<file path="config.mk">
export PLATFORM = sky130hd
export DESIGN_NAME = stack_unit
export DESIGN_NICKNAME = d
export VERILOG_FILES = /design/src/rtl/stack_pkg.sv /design/src/rtl/stack_ram.sv /design/src/rtl/stack_unit.sv
export SDC_FILE = /design/constraint.sdc
export NUM_CORES = 1
export LEC_CHECK = 0
export CAP_MARGIN = 25
export CELL_PAD_IN_SITES_DETAIL_PLACEMENT = 1
export CELL_PAD_IN_SITES_GLOBAL_PLACEMENT = 2
export CORE_MARGIN = 1.5
export CORE_UTILIZATION = 35
export DETAILED_ROUTE_END_ITERATION = 8
export PLACE_DENSITY_LB_ADDON = 0.1
export SYNTH_ARGS = -nofsm -noshare
export SYNTH_HDL_FRONTEND = slang
export SYNTH_HIERARCHICAL = 1
export SYNTH_SLANG_ARGS = --single-unit
export TNS_END_PERCENT = 30
</file>
<file path="constraint.sdc">
create_clock -name clk -period 3.7 [get_ports clk]
set_input_delay 0.37 -clock clk [delete_from_list [all_inputs] [get_ports clk]]
set_output_delay 0.37 -clock clk [all_outputs]
set_load 0.01 [all_outputs]
</file>
<file path="src/rtl/stack_pkg.sv">
// Shared constants and request encoding for the operand stack.
// The controller and datapath use the same OP_* names.
package stack_pkg;

  localparam int DATA_W_DEF = 8;
  localparam int DEPTH_DEF  = 16;

  // {push,pop,tos} after priority resolution
  localparam logic [2:0] OP_IDLE = 3'b000;
  localparam logic [2:0] OP_PUSH = 3'b100;
  localparam logic [2:0] OP_POP  = 3'b010;
  localparam logic [2:0] OP_TOS  = 3'b001;
  localparam logic [2:0] OP_REPL = 3'b110;
  localparam logic [2:0] OP_PTOS = 3'b101;

  // Pop dominates tos; push+pop is replace-top whatever tos says.
  function automatic logic [2:0] op_decode(
    input logic push,
    input logic pop,
    input logic tos
  );
    if (push && pop) return OP_REPL;
    if (pop)         return OP_POP;
    if (push && tos) return OP_PTOS;
    if (push)        return OP_PUSH;
    if (tos)         return OP_TOS;
    return OP_IDLE;
  endfunction

endpackage

</file>
<file path="src/rtl/stack_ram.sv">
// Stack storage: one synchronous write port,
// one combinational read port.
module stack_ram #(
  parameter int DATA_W = 8,
  parameter int DEPTH  = 16,
  parameter int PTR_W  = $clog2(DEPTH)
) (
  input  logic              clk,
  input  logic              we_i,
  input  logic [PTR_W-1:0]  waddr_i,
  input  logic [DATA_W-1:0] wdata_i,
  input  logic [PTR_W-1:0]  raddr_i,
  output logic [DATA_W-1:0] rdata_o
);

  logic [DATA_W-1:0] mem_q [DEPTH];

  // Contents are never cleared; only sp decides what is valid.
  always_ff @(posedge clk) begin
    if (we_i) mem_q[waddr_i] <= wdata_i;
  end

  assign rdata_o = mem_q[raddr_i];

endmodule

</file>
<file path="src/rtl/stack_unit.sv">
// LIFO operand stack with registered top-of-stack read,
// occupancy status and sticky overflow/underflow flags.
module stack_unit
  import stack_pkg::*;
#(
  parameter  int DATA_W = DATA_W_DEF,
  parameter  int DEPTH  = DEPTH_DEF,
  localparam int PTR_W  = $clog2(DEPTH)
) (
  input  logic              clk,
  input  logic              rst,
  input  logic              push,
  input  logic              pop,
  input  logic              tos,
  input  logic [DATA_W-1:0] d_in,
  output logic [DATA_W-1:0] d_out,
  output logic [PTR_W:0]    count,
  output logic              empty,
  output logic              full,
  output logic              ovf,
  output logic              unf
);

  localparam logic [PTR_W:0]   SP_ONE  = (PTR_W+1)'(1);
  localparam logic [PTR_W:0]   SP_MAX  = (PTR_W+1)'(DEPTH);
  localparam logic [PTR_W-1:0] IDX_ONE = PTR_W'(1);

  logic [PTR_W:0]    sp_q, sp_d;
  logic [DATA_W-1:0] dout_q, dout_d;
  logic              ovf_q, ovf_d;
  logic              unf_q, unf_d;

  logic [2:0]        op;
  logic              we;
  logic [PTR_W-1:0]  waddr;
  logic [PTR_W-1:0]  top_idx;
  logic [DATA_W-1:0] top;

  assign op      = op_decode(push, pop, tos);
  assign empty   = (sp_q == '0);
  assign full    = (sp_q == SP_MAX);
  assign top_idx = sp_q[PTR_W-1:0] - IDX_ONE;

  stack_ram #(
    .DATA_W (DATA_W),
    .DEPTH  (DEPTH),
    .PTR_W  (PTR_W)
  ) u_ram (
    .clk     (clk),
    .we_i    (we),
    .waddr_i (waddr),
    .wdata_i (d_in),
    .raddr_i (top_idx),
    .rdata_o (top)
  );

  // Next state for pointer, read register and error flags.
  always_comb begin
    sp_d   = sp_q;
    dout_d = dout_q;
    ovf_d  = ovf_q;
    unf_d  = unf_q;
    we     = 1'b0;
    waddr  = sp_q[PTR_W-1:0];
    unique case (op)
      OP_PUSH: begin
        if (full) ovf_d = 1'b1;
        else begin
          we   = 1'b1;
          sp_d = sp_q + SP_ONE;
        end
      end
      OP_POP: begin
        if (empty) unf_d = 1'b1;
        else begin
          dout_d = top;
          sp_d   = sp_q - SP_ONE;
        end
      end
      OP_TOS: begin
        if (empty) unf_d = 1'b1;
        else dout_d = top;
      end
      OP_REPL: begin
        we = 1'b1;
        if (empty) begin
          unf_d = 1'b1;
          sp_d  = sp_q + SP_ONE;
        end else begin
          dout_d = top;
          waddr  = top_idx;
        end
      end
      OP_PTOS: begin
        if (empty) unf_d = 1'b1;
        else dout_d = top;
        if (full) ovf_d = 1'b1;
        else begin
          we   = 1'b1;
          sp_d = sp_q + SP_ONE;
        end
      end
      default: ;
    endcase
  end

  // State registers; reset wins over any request.
  always_ff @(posedge clk) begin
    if (rst) begin
      sp_q   <= '0;
      dout_q <= '0;
      ovf_q  <= 1'b0;
      unf_q  <= 1'b0;
    end else begin
      sp_q   <= sp_d;
      dout_q <= dout_d;
      ovf_q  <= ovf_d;
      unf_q  <= unf_d;
    end
  end

  assign count = sp_q;
  assign d_out = dout_q;
  assign ovf   = ovf_q;
  assign unf   = unf_q;

endmodule

</file>
==> results of run 1 <==
power by group through the flow:
| stage | clock, uW | sequential (uW) | combinational, uW |
|---|---|---|---|
| 2_1_floorplan | 0 | 2100 | 1510 |
| 3_3_place_gp | 0 | 2110 | 2250 |
| 3_5_place_dp | 0 | 2130 | 2270 |
| 4_1_cts | 1730 | 2090 | 2270 |
| 5_1_grt | 1780 | 2110 | 2430 |
| 6_report | 1690 | 2090 | 2220 |
cells in the mapped netlist (2+ instances only):
cell type and n:
mux4_1 14, a22oi_1 17, ha_1 4, nor3_1 7, inv_1 6, nor2_1 27
dfxtp_1 15, o21ai_0 5, nand3b_1 2, a31oi_1 2, buf_2 3, buf_6 3
mux2i_1 9, nand2_1 14, edfxtp_1 128, nand2b_1 2, mux4_2 18, clkdlybuf4s25_2 3
a21oi_1 8, xor2_1 3, clkbuf_1 4, nand3_1 4, xnor2_1 3
final timing paths:
check	startpoint	end	slack, ns	depth (start not counted)
setup reg to reg	count[1]	u_ram/mem_q[15][4]	0.63	8
setup / recovery	count[1]	u_ram/mem_q[15][4]	0.63	8
hold / removal	unf	unf	0.45	2
hold reg to reg	unf	unf	0.45	2
worst min-delay path: cells and delay by family (launching register included):
kind | cells | cell delay, ns
flops | 1 | 0.31
buf+inv | 1 | 0.05
compound gates | 1 | 0.05
per-layer routing:
layer,track usage [%],part of all wire [%],vias to the layer above
met5,0,0,-
met4,5.128,0.88,0
met3,4.460,3.8,12
met2,26.67,49,67
met1,22.41,46,1663
li1,-,-,1422
kinds of logic (layout without fill, tap and decap cells):
family | count (synthesis) | after routing | share of synthesized area (%)
flops | 143 | 143 | 70.77
xor+xnor | 6 | 6 | 0.8976
mux | 42 | 42 | 14.94
buf+inv | 21 | 87 | 2.179
fa+ha+maj | 4 | 4 | 0.8547
compound gates | 39 | 39 | 4.466
simple gates | 70 | 70 | 5.898
flip-flops by register name, indices dropped and copies added, names as in the netlist:
signal,count
u_ram/mem_q,128
d_out,8
count,5
ovf,1
unf,1
through the flow:
step | std cells | util (%)
finish | 611 | 42.82
global route | 611 | 42.82
CTS | 611 | 42.82
detailed placement | 579 | 39.27
global placement | 579 | 39.27
floorplan | 325 | -
cell type report:
type	count	area [um^2]	area share [%]
Sequential cell	143	4144	58.78
Multi-Input combinational cell	161	1584	22.47
Timing Repair Buffer	49	440.4	6.247
Clock buffer	17	425.4	6.034
Tap cell	220	275.3	3.904
Clock inverter	15	158.9	2.254
Inverter	6	22.52	0.3194
placed cells by master, fill, tap and decap left out, types with 3 or more instances in the layout:
cell             instances
dfxtp_1                 15
mux4_2                  18
nor2_1                  27
mux2i_1                  9
ha_1                     4
edfxtp_1               128
xnor2_1                  3
inv_1                    5
inv_6                    4
buf_4                   20
clkbuf_16               17
xor2_1                   3
mux4_1                  14
a21oi_1                  8
clkinv_4                 3
nor3_1                   7
nand3_1                  4
o21ai_0                  5
a22oi_1                 17
clkdlybuf4s50_1         29
clkinv_2                 3
nand2_1                 14
==> reports/summary.txt, run 1 <==
Critical path required time: 3.81 ns
Port bufs: 29
Cell Area, Synth: 5856 um^2
Share of layout cells above drive strength 1: 19.44%
Unrepaired setup endpoints after global routing: no
Die area: 17520 um^2
Crit Path Category: register to register
Period minus WS final: 3.069 ns
Total global-route track usage: 16.69%
Post-synth top area share: 65.64%
Ant. Diodes: 0
Initial antenna violation count: 0
EDFF count, synth: 128
Sw power: 2081 uW
Routability cong.: 0.7530
Worst hold slack: 0.4472 ns
H-tree depth: 4
Cts bufs inserted: 17
P_int: 3912 uW
Max stage delay on crit path: 0.58 ns
Flops & latches, synth: 143
Sw Ratio: 34.73%
Clock Pin Slew Worst Setup and Hold Paths: 0.07 ns
Average instance area after synthesis: 18.02 um^2
Worst-Skew Late Latency: 0.42 ns
Pleak: 0.002403 uW
Final hold vios: 0
Syn Inst Count: 325
CP cell instances: inv_1 > ha_1 > nor4b_1 > nor2_1 > xnor2_1 > nand2_1 > nor2_1 > buf_4
Largest area contributor in the netlist: edfxtp_1
Asr flop ratio synth: 0%
Hold buffers post-CTS: 0
Number of global-route vias before repair: 3364
First-pass GRT wire length: 21000 um
CP most frequent cell: nor2_1
Vias per cell: 5.178
Largest net degree at the start of global routing: 36
CP max FO: 10
Core area: 16470 um^2
Type of the tightest min-delay check: register to register
# IOs: 30
Final Skew: 0.01140 ns
PnR worst setup slack: 0.6311 ns
CP Launch Type: register
Fmax: 325.9 MHz
Sequential share of power: 34.9%
CP endpoint kind: register
Crit path max-delay cell type: nor4b_1
Setup TNS: 0 ns
Clk buf depth: 2
Setup violators final: 0
Routed WL: 13610 um
Setup WS pre-CTS: 0.6584 ns
CTS tree: yes
NumNets Final: 395
Die Y: 132.3 um
Site row count: 47
Slew headroom: 48.98%
Register area share after synthesis: 70.77%
Via Count: 3164
Run status: finished, final reports clean
Starting DRT DRC Count: 229
Total gr overflow: 0
Post-DRT Antenna Nets: 0
Synthesized Nets: 342
Drc violations: 0
Worst-Margin Slew: 0.7638 ns
Main synth FF type: edfxtp_1
CP top delay family: simple AND/OR/NAND/NOR gates
Fraction of power consumed by the clock network: 28.2%
Hpwl dp: 8781 um
Overall power: 5993 uW
Routed WL per cell: 22.28 um
Synth warn: 6
Synth cell types: 47
Final instance area: 7051 um^2
Max VDD drop: 0.3850 mV
Clock Sinks: 143
Die width: 132.3 um
Max-cap violation count: 0
Arrival time at the worst endpoint: 3.18 ns
Buffers and inverters on the worst path: 2
Fillers: 1606
Logic pwr share: 37.0%
First drt pass iteration count: 4
Cts repair resizes: 0
Largest cells by area after synthesis: edfxtp_1 (66%), mux4_2 (6.9%), mux4_1 (6.3%), dfxtp_1 (5.1%), a22oi_1 (2.2%)
Pwr/cell area: 850.0 nW/um^2
Final critical-path share of the clock period: 82.94%
Area grow syn2layout: 20.41%
Initial Utilization: 35.56%
CTS root buf: clkbuf_16
Placed Area: 6466 um^2
Post-CTS Setup Bufs: 0
Max Slew Vio Count: 0
No activity file was read; power rests on OpenSTA's default activity.
==> inputs of run 2 (changes only) <==
==> constraint.sdc (replaced) <==
create_clock -name clk -period 2.9 [get_ports clk]
set_input_delay 0.29 -clock clk [delete_from_list [all_inputs] [get_ports clk]]
set_output_delay 0.29 -clock clk [all_outputs]
set_load 0.01 [all_outputs]
==> reports/summary.txt, run 2 (same netlist as run 1, synthesis figures left out) <==
Number of global-route vias before repair: 3357 (was 3364)
Max VDD drop: 0.5428 mV (was 0.3850 mV)
CP endpoint kind: register (unchanged)
Die width: 132.3 um (unchanged)
Clock Pin Slew Worst Setup and Hold Paths: 0.06 ns (was 0.07 ns)
Clk buf depth: 2 (unchanged)
Total global-route track usage: 17.17% (was 16.69%)
Final critical-path share of the clock period: 90.62% (was 82.94%)
Total gr overflow: 0 (unchanged)
Sequential share of power: 33.2% (was 34.9%)
Post-DRT Antenna Nets: 0 (unchanged)
Area grow syn2layout: 22.69% (was 20.41%)
Crit Path Category: register to register (unchanged)
Max Slew Vio Count: 0 (unchanged)
Period minus WS final: 2.628 ns (was 3.069 ns)
Pleak: 0.002468 uW (was 0.002403 uW)
Placed Area: 6563 um^2 (was 6466 um^2)
Largest Register: u_ram/mem_q (unchanged)
Logic pwr share: 38.3% (was 37.0%)
Slew headroom: 48.65% (was 48.98%)
Run status: finished, final reports clean (unchanged)
CP top delay family: simple AND/OR/NAND/NOR gates (unchanged)
Max stage delay on crit path: 0.55 ns (was 0.58 ns)
Unrepaired setup endpoints after global routing: no (unchanged)
Core area: 16470 um^2 (unchanged)
First-pass GRT wire length: 21330 um (was 21000 um)
Worst-Margin Slew: 0.7679 ns (was 0.7638 ns)
Hpwl dp: 9003 um (was 8781 um)
H-tree depth: 4 (unchanged)
Setup TNS: 0 ns (unchanged)
Sw Ratio: 33.34% (was 34.73%)
Drc violations: 0 (unchanged)
Crit path max-delay cell type: or3b_2 (was nor4b_1)
CTS root buf: clkbuf_16 (unchanged)
Port bufs: 29 (unchanged)
Worst-Skew Late Latency: 0.42 ns (about the same)
Final instance area: 7184 um^2 (was 7051 um^2)
# IOs: 30 (unchanged)
Fraction of power consumed by the clock network: 28.5% (was 28.2%)
First drt pass iteration count: 4 (unchanged)
CP max FO: 8 (was 10)
Buffers and inverters on the worst path: 2 (unchanged)
Arrival time at the worst endpoint: 2.74 ns (was 3.18 ns)
Fmax: 380.5 MHz (was 325.9 MHz)
Highest-count cells in the layout ignoring fill and taps: edfxtp_1 (128), clkdlybuf4s50_1 (29), nor2_1 (26), buf_4 (26), mux4_2 (18) (was edfxtp_1 (128), clkdlybuf4s50_1 (29), nor2_1 (27))
Vias per cell: 5.139 (was 5.178)
Final hold vios: 0 (unchanged)
Final Skew: 0.009319 ns (was 0.01140 ns)
Post-CTS Setup Bufs: 0 (unchanged)
P_int: 5275 uW (was 3912 uW)
Routed WL: 13970 um (was 13610 um)
Starting DRT DRC Count: 123 (was 229)
Sw power: 2638 uW (was 2081 uW)
Overall power: 7913 uW (was 5993 uW)
Die Y: 132.3 um (unchanged)
Cts bufs inserted: 17 (unchanged)
Site row count: 47 (unchanged)
Share of layout cells above drive strength 1: 21.55% (was 19.44%)
Max-cap violation count: 0 (unchanged)
NumNets Final: 403 (was 395)
Clock Sinks: 143 (unchanged)
Pwr/cell area: 1101 nW/um^2 (was 850.0 nW/um^2)
CP cell instances: inv_2 > ha_1 > nor3b_2 > and2_2 > a21oi_1 > or3b_2 > nor2_1 > buf_4 (was inv_1 > ha_1 > nor4b_1 > nor2_1 > xnor2_1 > nand2_1 > nor2_1 > buf_4)
Via Count: 3181 (was 3164)
Type of the tightest min-delay check: register to register (unchanged)
Die area: 17520 um^2 (unchanged)
Critical path required time: 3.02 ns (was 3.81 ns)
Initial Utilization: 35.56% (unchanged)
Ant. Diodes: 0 (unchanged)
Initial antenna violation count: 0 (unchanged)
Setup violators final: 0 (unchanged)
CP Launch Type: register (unchanged)
Routed WL per cell: 22.57 um (was 22.28 um)
Max reg flops: 128 (unchanged)
Hold buffers post-CTS: 0 (unchanged)
Routability cong.: 0.6980 (was 0.7530)
CTS tree: yes (unchanged)
Commonest non-fill, non-tap cell in the layout: edfxtp_1 (unchanged)
Largest net degree at the start of global routing: 37 (was 36)
[run 2: cell count changes in the layout (fill, tap and decap cells not counted), moves of 2 or more]
cell and change:
clkbuf_8 +4, buf_12 +2, buf_4 +6, clkinvlp_4 +2
clkbuf_1 +2, clkinv_4 -3, inv_6 -3
[run 2: tightest hold or removal path, delay by kind of cell (launching register included)]
| family | cells | cell delay [ns] |
|---|---|---|
| flops | 1 | 0.30 |
| compound gates | 1 | 0.05 |
| buf+inv | 1 | 0.04 |
[run 2: final cells by class]
| cell class | instances | area (um^2) |
|---|---|---|
| Fill cell | 1596 | 9281 |
| Sequential cell | 143 | 4144 |
| Multi-Input combinational cell | 161 | 1598 |
| Timing Repair Buffer | 57 | 525.5 |
| Clock buffer | 23 | 488.0 |
| Tap cell | 220 | 275.3 |
| Clock inverter | 9 | 131.4 |
| Inverter | 6 | 22.52 |
[run 2: layer usage]
layer	track usage, %	up-vias	wire (um)	part of all wire [%]
met5	0	-	0	0
met4	6.593	0	183	1.3
met3	3.806	16	377	2.7
met2	27.14	49	6775	48
met1	23.32	1679	6633	47
li1	-	1437	-	-
[run 2: worst paths after layout]
path	slack [ns]	start	endpoint	cells after the start
min reg2reg	0.45	unf	unf	2
max	0.27	count[0]	u_ram/mem_q[1][2]	8
min	0.45	unf	unf	2
max reg2reg	0.27	count[0]	u_ram/mem_q[1][2]	8
[run 2: metrics by stage]
| step | hold WS (ns) | std cells | setup WS, ns | util (%) |
|---|---|---|---|---|
| finish | 0.4492 | 619 | 0.2722 | 43.63 |
| global route | 0.4739 | 619 | 0.01097 | 43.63 |
| CTS | 0.4546 | 619 | 0.1418 | 43.62 |
| detailed placement | 0.4476 | 587 | 0.1472 | 39.86 |
| global placement | 0.4322 | 587 | 0.1924 | 39.86 |
| floorplan | 0.3889 | 325 | 0.03522 | - |
[run 2: timing repair]
| item | CTS | global route |
|---|---|---|
| endpoints found under the hold margin | 0 | 0 |
| resized for setup | 0 | 2 |
| setup endpoints to repair | 0 | 56 |
[run 2: power by group through the flow]
| stage | combinational [uW] | clock, uW | sequential [uW] |
|---|---|---|---|
| 2_1_floorplan | 1940 | 0 | 2680 |
| 3_3_place_gp | 3050 | 0 | 2660 |
| 3_5_place_dp | 3070 | 0 | 2670 |
| 4_1_cts | 3100 | 2320 | 2630 |
| 5_1_grt | 3300 | 2390 | 2650 |
| 6_report | 3030 | 2260 | 2630 |
==> inputs of run 3 (changes only) <==
--- a/config.mk
+++ b/config.mk
@@ -9,7 +9,7 @@
 export CELL_PAD_IN_SITES_DETAIL_PLACEMENT = 1
 export CELL_PAD_IN_SITES_GLOBAL_PLACEMENT = 2
 export CORE_MARGIN = 1.5
-export CORE_UTILIZATION = 35
+export CORE_UTILIZATION = 45
 export DETAILED_ROUTE_END_ITERATION = 8
 export PLACE_DENSITY_LB_ADDON = 0.1
 export SYNTH_ARGS = -nofsm -noshare
==> reports/summary.txt, run 3 (same netlist as run 1, synthesis figures left out) <==
Run status: finished, final reports clean (unchanged)
Hold Path End: unf (unchanged)
Hold Startpoint: unf (unchanged)
Pwr/cell area: 1065 nW/um^2 (was 1101 nW/um^2)
CTS tree: yes (unchanged)
Highest-count cells in the layout ignoring fill and taps: edfxtp_1 (128), clkdlybuf4s50_1 (29), nor2_1 (27), buf_4 (27), mux4_2 (18) (was edfxtp_1 (128), clkdlybuf4s50_1 (29), nor2_1 (26), buf_4 (26), mux4_2 (18))
Pleak: 0.002407 uW (was 0.002468 uW)
Routed WL: 12920 um (was 13970 um)
Overall power: 7448 uW (was 7913 uW)
First-pass GRT wire length: 19420 um (was 21330 um)
Clk buf depth: 2 (unchanged)
Port bufs: 29 (unchanged)
Max-cap violation count: 0 (unchanged)
Fmax: 374.1 MHz (was 380.5 MHz)
Via Count: 3135 (was 3181)
Cts repair resizes: 0 (unchanged)
Core area: 12670 um^2 (was 16470 um^2)
Clock Pin Slew Worst Setup and Hold Paths: 0.06 ns (about the same)
Routability cong.: 0.7661 (was 0.6980)
Largest Register: u_ram/mem_q (unchanged)
R2R Path End: u_ram/mem_q[0][5] (was u_ram/mem_q[1][2])
H-tree depth: 4 (unchanged)
Fin cells: 568 (was 619)
Clock Sinks: 143 (unchanged)
Unrepaired setup endpoints after global routing: no (unchanged)
Crit Path Category: register to register (unchanged)
Slew headroom: 51.92% (was 48.65%)
Max Slew Vio Count: 0 (unchanged)
Post-CTS Setup Bufs: 0 (unchanged)
Total gr overflow: 0 (unchanged)
Period minus WS final: 2.673 ns (was 2.628 ns)
Share of layout cells above drive strength 1: 20.45% (was 21.55%)
Worst-Skew Late Latency: 0.42 ns (about the same)
# IOs: 30 (unchanged)
Final Skew: 0.005088 ns (was 0.009319 ns)
CTS root buf: clkbuf_16 (unchanged)
Hold path cells: 2 (unchanged)
Final hold vios: 0 (unchanged)
Max VDD drop: 0.6367 mV (was 0.5428 mV)
Area grow syn2layout: 19.49% (was 22.69%)
R2R cell count: 8 (unchanged)
Setup violators final: 0 (unchanged)
Max reg flops: 128 (unchanged)
Slack of the worst reg-to-reg path: 0.23 ns (was 0.27 ns)
Setup TNS: 0 ns (unchanged)
Number of global-route vias before repair: 3248 (was 3357)
RR Startpoint: count[0] (unchanged)
NumNets Final: 402 (was 403)
Die area: 13710 um^2 (was 17520 um^2)
Initial Utilization: 46.21% (was 35.56%)
Critical path required time: 3.02 ns (about the same)
Commonest non-fill, non-tap cell in the layout: edfxtp_1 (unchanged)
Vias per cell: 5.519 (was 5.139)
CP endpoint kind: register (unchanged)
Type of the tightest min-delay check: register to register (unchanged)
Die width: 117.1 um (was 132.3 um)
Total global-route track usage: 20.88% (was 17.17%)
Cts bufs inserted: 17 (unchanged)
Post-DRT Antenna Nets: 0 (unchanged)
Worst-Margin Slew: 0.7189 ns (was 0.7679 ns)
Drc violations: 0 (unchanged)
CP max FO: 8 (unchanged)
Arrival time at the worst endpoint: 2.79 ns (was 2.74 ns)
Die Y: 117.1 um (was 132.3 um)
Routed WL per cell: 22.75 um (was 22.57 um)
Initial antenna violation count: 0 (unchanged)
Hpwl dp: 8745 um (was 9003 um)
Post-Place Cells: 538 (was 587)
Final critical-path share of the clock period: 92.19% (was 90.62%)
Ant. Diodes: 0 (unchanged)
CP Launch Type: register (unchanged)
Starting DRT DRC Count: 139 (was 123)
First drt pass iteration count: 4 (unchanged)
Hold buffers post-CTS: 0 (unchanged)
Site row count: 41 (was 47)
Largest net degree at the start of global routing: 22 (was 37)
run 3: cell count changes in the layout (fill, tap and decap cells not counted), sizes merged:
cell / change
clkbuf: -5
buf: -1
bufinv: -2
clkinv: +5
run 3: area by class of cell:
class / instances / area, um^2
fillers: 1183 / 5674
flip-flops and latches: 143 / 4144
multi-input cells: 161 / 1595
repair buffers: 56 / 493.0
clock buffers: 18 / 429.2
well taps: 172 / 215.2
clock inverters: 12 / 97.59
inverters: 6 / 22.52
run 3: report_power, final:
| part | switching, uW | internal, uW |
|---|---|---|
| clock | 793 | 1160 |
| sequential | 126 | 2530 |
| combinational | 1580 | 1260 |
| total | 2500 | 4950 |
run 3: critical path, cell delays in order, from the launching register on:
cell	delay, ns
dfxtp_1	0.45
inv_2	0.08
ha_1	0.21
nor3b_2	0.18
and2_2	0.25
a21oi_1	0.33
or3b_2	0.55
nor3_2	0.13
buf_4	0.21
run 3: worst max-delay path by stage:
stage / startpoint / endpoint / slack [ns] / cells past startpoint
6_report: count[0] / u_ram/mem_q[0][5] / 0.23 / 8
5_1_grt: count[0] / u_ram/mem_q[0][5] / 0.1 / 8
4_1_cts: count[0] / u_ram/mem_q[0][5] / 0.22 / 8
3_5_place_dp: push / u_ram/mem_q[12][1] / 0.14 / 8
3_3_place_gp: push / u_ram/mem_q[4][3] / 0.22 / 8
2_1_floorplan: count[1] / u_ram/mem_q[12][0] / 0.04 / 9
run 3: per-layer routing:
layer	track usage (%)	routed length [um]
met3	5.613	522
met5	0	0
met2	34.54	6451
met1	27.54	5803
met4	5.863	145
run 3: stage by stage:
| stage | hold WS, ns | cell area (um^2) | util, % | worst slack, ns |
|---|---|---|---|---|
| global placement | 0.4333 | 6470 | 51.06 | 0.2236 |
| detailed placement | 0.4459 | 6470 | 51.06 | 0.1395 |
| CTS | 0.4526 | 6997 | 55.22 | 0.2191 |
| floorplan | 0.3889 | 5867 | - | 0.03522 |
| global route | 0.5016 | 6997 | 55.22 | 0.09690 |
| finish | 0.4487 | 6997 | 55.22 | 0.2266 |
